### config.mk
export PLATFORM = sky130hd
export DESIGN_NAME = mem_arbiter
export DESIGN_NICKNAME = d
export VERILOG_FILES = /design/src/rtl/mem_arbiter.sv
export SDC_FILE = /design/constraint.sdc
export NUM_CORES = 1
export LEC_CHECK = 0
export CORE_AREA = 4 4 103 105
export DETAILED_ROUTE_END_ITERATION = 6
export DIE_AREA = 0 0 107 109
export PLACE_DENSITY = 0.73
export SYNTH_ARGS = -nofsm -noshare
export SYNTH_HDL_FRONTEND = slang
export SYNTH_SLANG_ARGS = --single-unit
### constraint.sdc
create_clock -name clk -period 1.7 [get_ports clk]
set_input_delay 0.255 -clock clk [delete_from_list [all_inputs] [get_ports clk]]
set_output_delay 0.255 -clock clk [all_outputs]
set_load 0.005 [all_outputs]
### src/rtl/mem_arbiter.sv
// Two-port memory arbiter: one outstanding access, IDLE -> BUSY -> RESP.
// Define MEM_ARBITER_ROUND_ROBIN_EN for round-robin tie-break; default is fixed priority to requester 1.
module mem_arbiter #(
    parameter int DATA_WIDTH = 32,
    parameter int ADDR_WIDTH = 32
) (
    input  logic                  clk,
    input  logic                  arst,
    input  logic                  i_req0,
    input  logic                  i_we0,
    input  logic [ADDR_WIDTH-1:0] i_addr0,
    input  logic [DATA_WIDTH-1:0] i_wdata0,
    input  logic                  i_req1,
    input  logic                  i_we1,
    input  logic [ADDR_WIDTH-1:0] i_addr1,
    input  logic [DATA_WIDTH-1:0] i_wdata1,
    output logic                  o_ack0,
    output logic                  o_ack1,
    output logic [DATA_WIDTH-1:0] o_rdata,
    output logic                  o_mem_read_request,
    output logic                  o_mem_write_en,
    output logic [ADDR_WIDTH-1:0] o_mem_addr,
    output logic [DATA_WIDTH-1:0] o_mem_wdata,
    input  logic [DATA_WIDTH-1:0] i_mem_rdata,
    input  logic                  i_mem_successful_access
);

    typedef enum logic [1:0] {
        IDLE = 2'd0,
        BUSY = 2'd1,
        RESP = 2'd2
    } state_t;

    state_t state;
    logic   owner;
    logic   winner;

`ifdef MEM_ARBITER_ROUND_ROBIN_EN
    // ptr names the port that wins the next tie; it always points away from the last grant.
    logic ptr;

    always_comb begin
        winner = i_req1;
        if (i_req0 && i_req1) begin
            winner = ptr;
        end
    end
`else
    // A lone request wins outright; on a tie requester 1 wins.
    always_comb begin
        winner = i_req1;
    end
`endif

    // NOTE: sequential state uses non-blocking assignments so every register samples pre-edge values.
    always_ff @(posedge clk or negedge arst) begin
        if (!arst) begin
            state   <= IDLE;
            owner   <= 1'b0;
            o_rdata <= '0;
            o_ack0  <= 1'b0;
            o_ack1  <= 1'b0;
`ifdef MEM_ARBITER_ROUND_ROBIN_EN
            ptr     <= 1'b0;
`endif
        end else begin
            o_ack0 <= 1'b0;
            o_ack1 <= 1'b0;
            case (state)
                IDLE: begin
                    if (i_req0 || i_req1) begin
                        owner <= winner;
                        state <= BUSY;
`ifdef MEM_ARBITER_ROUND_ROBIN_EN
                        ptr   <= ~winner;
`endif
                    end
                end
                BUSY: begin
                    // Acks are registered here so they are high for exactly the RESP cycle.
                    if (i_mem_successful_access) begin
                        o_rdata <= i_mem_rdata;
                        o_ack0  <= ~owner;
                        o_ack1  <= owner;
                        state   <= RESP;
                    end
                end
                RESP: begin
                    state <= IDLE;
                end
                default: begin
                    state <= IDLE;
                end
            endcase
        end
    end

    // NOTE: every output of this block gets a default first, so no latch is inferred.
    always_comb begin
        o_mem_read_request = 1'b0;
        o_mem_write_en     = 1'b0;
        o_mem_addr         = '0;
        o_mem_wdata        = '0;
        if (state == BUSY) begin
            if (owner) begin
                o_mem_read_request = ~i_we1;
                o_mem_write_en     = i_we1;
                o_mem_addr         = i_addr1;
                o_mem_wdata        = i_wdata1;
            end else begin
                o_mem_read_request = ~i_we0;
                o_mem_write_en     = i_we0;
                o_mem_addr         = i_addr0;
                o_mem_wdata        = i_wdata0;
            end
        end
    end

endmodule
[After elaboration in Yosys (flattened, before gate mapping)]
Cells that the tools add are included.
Word-level totals
  register bits after elaboration: 37
  bits of input ports: 167
  logic and storage cells: 31
Cells by class
  eq/ne operators: 3
  multiplexer cells: 15
  bitwise gates (word level): 3
  reductions and logical operators: 5
Operator list (number)
  $mux 32: 4
  $mux 1: 8
  $reduce_and 2->1: 3
  $mux 2: 2
  $ne 2x2->1 const B: 2
  $pmux 2 s2: 1
  $not 1->1: 3
  $eq 2x1->1 const B: 1
  $logic_not 2->1: 1
  $logic_or 1x1->1: 1

[Depth between registers and ports, before layout]
  word-level depth: 3
  gate-level depth with buffers: 5
  depth with buffers taken out: 2

[Worst setup path after synthesis]
OpenSTA, ideal clock, no wires.
  path type: reg-to-output
  start: register state[0]
  end: output port o_mem_addr[10]
  arrival time: 1.087 ns
  setup slack: 0.358 ns
  stages on the path, launching flop included: 5
  buffers on the path: 2
  cell sequence: dfrtp_1 nand2b_1 buf_2 buf_1 nor2_1
Between the ends
  cells in the longest elaborated chain, start to end: 2
Ends and longest elaborated chain
  from (decl): RTL line 34  | state_t state;
  from (signal assigned): RTL line 58  | state <= IDLE;
  from (signal assigned): RTL line 73  | state <= BUSY;
  from (signal assigned): RTL line 85  | state <= RESP;
  $eq 2x1->1: RTL line 104  | if (state == BUSY) begin
  $mux 32: RTL line 104
  to (decl): RTL line 22  | output logic [ADDR_WIDTH-1:0] o_mem_addr,
No other way between the ends.

[Final worst setup path]
  start: register owner
  end: output port o_mem_addr[29]
Between the ends
  cells in the longest elaborated chain, start to end: 2
Ends and longest elaborated chain
  from (decl): RTL line 35  | logic owner;
  from (signal assigned): RTL line 72  | owner <= winner;
  $mux 32: RTL line 105  | if (owner) begin
  $mux 32: RTL line 104
No other way between the ends.

==> results.toml <==
[power]
pwr-share-comb_pct = 69.2
vdd_drop_max_v = 0.000905
pwr-share-clk_pct = 8.8
p_total_w = 0.00686
p_sw_w = 0.00239
p_per_area_nw_per_um2 = 1270
power_frac_seq_pct = 22.0
intPower_w = 0.00447
p_leak_nw = 2.49
swShare_pct = 34.8

[drt]
vias_per_cell = 4.45
drt-pass1-iter-count = 4
vias = 2864
antenna_left = 0
drc = 0
wire_per_inst_um = 18.5
routed_wl_um = 11900
drtIter0Drc = 101

[timing]
tns_ps = -712
slew_violations = 0
rsz0062_at_grt = "true"
fin_skew_ps = 3.59
fmax_mhz = 548
maxSlewHeadroom_pct = 79.1
fin_ws_ps = -124
finalSetupViolations = 24
timing.hold.ws_ps = 396
fin_crit_ps = 1820
hold_viol_final = 0
tightestPinTransition_ps = 314
period_share_pct = 107

[layout]
syn2layout_area_growth_pct = 129
fin_nets = 676
drive_gt1_share_pct = 24.3
fillCellCount = 906
final_area_um2 = 5390
diodes = 0
fin_util_pct = 55.9

[yosys]
synth-edff-count = 0
yosysTopAreaCell = "dfrtp_1"
netlist_top_cells_count = "68 x nor2_1, 65 x mux2i_1, 37 x dfrtp_1"
synth_cell_types = 17
synth_area_um2 = 2360
ys_ff_latch = 37
synth_area_leaders = "dfrtp_1 39%, mux2i_1 28%, mux2_1 13%"
synth_most_common_cell = "nor2_1"
synthArstFlopShare_pct = 100
yosysSeqAreaShare_pct = 39.3
synth_flop_cell = "dfrtp_1"
avgSynthCellArea_um2 = 10.3
syn_nets = 396
yosysWarnings = 0
synth_cells = 229
yosysTopAreaCellShare_pct = 39.3

[place]
gp_congestion = 0.925
io_buffers = 266
dp_hpwl_um = 9390
place_area_um2 = 5250

[clock_tree]
cts_buffer_depth = 2
clock_latency_ps = 290
clock-sinks = 37
cts_tree = "yes"
htree_levels = 2
cts_root_buf = "clkbuf_8"
cts.clk_slew.worst_paths_ps = 70
cts_buffers = 5

[hold_path]
min_path_type = "primary input to async pin"

[critical_path]
worstPathArrival_ps = 1570
r2r_end = "o_rdata[29]"
worstSetupStartpoint = "owner"
endpoint_kind = "output pin"
ff2ff_path_depth = 4
criticalPathCategory = "register to output pin"
endpoint = "o_mem_addr[29]"
worstPathRequired_ps = 1440
start_kind = "register"
r2r_setup_slack_ps = 340
cp_max_fo = 10
regToRegStartpoint = "state[0]"

[global_route]
grt_max_degree = 36
antenna_found_initial = 0
top_usage_layer = "met2"
use_met3_pct = 7.10
track_usage_pct = 19.0
grt_pass1_vias = 3025
met1_usage_pct = 21.1
grt_pass1_wl_um = 17200
grt-ovfl-total = 0
grtUsageMet2_pct = 32.4

[run]
max-cap-violations = 0

[floorplanning]
chipWidth_um = 107
core_um2 = 9640
fp.dieH_um = 109
ios = 267
num_rows = 36
start_util_pct = 24.4
dieArea_um2 = 11700

[outcome]
status = "finished with violations"
failed_checks = "negative setup slack"
## critical path, stage by stage (launching register included)
cell,delay [ps]
dfrtp_4,510
buf_4,150
buf_12,140
mux2i_2,180
nor2_1,50
dlygate4sd2_1,260
## cell usage in the layout, fill, tap and decap left out, drive strengths merged
cell type	count
mux2	32
nand2b	1
inv	2
dfrtp	37
nor2b	1
nor2	68
buf	85
mux2i	65
nor3	1
nor3b	1
clkbuf	8
dlygate4sd2	2
clkinvlp	1
dlygate4sd3	1
a211oi	1
clkdlybuf4s50	199
o2bb2ai	1
clkdlybuf4s15	1
clkinv	2
nand3b	1
## flip-flops by register name, summed over array words and instances (netlist names)
name and flops:
owner 1, o_ack1 1, state 2, o_rdata 32
o_ack0 1
## stage by stage
stage / cells / setup WS, ps
6_report: 643 / -124
5_1_grt: 643 / -206
4_1_cts: 641 / -147
3_5_place_dp: 621 / -118
3_3_place_gp: 621 / -127
2_1_floorplan: 229 / 358
## worst min path at each step
stage               startpoint  depth (start not counted)  slack, ps           to
floorplan                 arst                          0        -40       o_ack0
global placement          arst                          1        170  o_rdata[13]
detailed placement        arst                          1        170  o_rdata[16]
CTS                       arst                          2        390        owner
global route              arst                          2        430  o_rdata[17]
finish                    arst                          2        400  o_rdata[17]
## metal layers
metal | share of wire (%) | vias to the layer above | wire length (um)
li1 | - | 1344 | -
met1 | 36 | 1323 | 4330
met2 | 49 | 163 | 5850
met3 | 10 | 34 | 1240
met4 | 4.3 | 0 | 507
met5 | 0 | - | 0
## logic make-up (layout without fill, tap and decap cells)
| kind of cell | after synthesis | count (layout) | synth area share, % |
|---|---|---|---|
| multiplexers | 97 | 97 | 42.9 |
| flip-flops | 37 | 37 | 39.3 |
| AO/OA/AOI/OAI | 2 | 2 | 0.691 |
| buffers and inverters | 20 | 301 | 4.35 |
| AND/OR/NAND/NOR | 73 | 73 | 12.7 |
## repair_timing
action                                  CTS  global route
hold buffers                              1             0
gates cloned                              5             1
hold endpoints to repair                 13             0
setup buffers                             6             2
resized for setup                       259            37
pin swaps                                10            10
endpoints found under the setup margin   66            63
## area by class of cell
| cell class | instances | area, um2 | share of cell area, % |
|---|---|---|---|
| Timing Repair Buffer | 291 | 2750 | 51.1 |
| Multi-Input combinational cell | 172 | 1450 | 26.8 |
| Sequential cell | 37 | 930 | 17.3 |
| Tap cell | 133 | 166 | 3.09 |
| Clock buffer | 5 | 68.8 | 1.28 |
| Clock inverter | 3 | 17.5 | 0.325 |
| Inverter | 2 | 7.51 | 0.139 |
## power groups by stage
stage               combinational [W]  clock [W]  sequential, W
floorplan                     0.00174          0        0.00152
global placement              0.00439          0        0.00150
detailed placement            0.00444          0        0.00153
CTS                           0.00461   0.000635        0.00152
global route                  0.00508   0.000680        0.00157
finish                        0.00474   0.000600        0.00151
(Power assumes the default switching activity.)
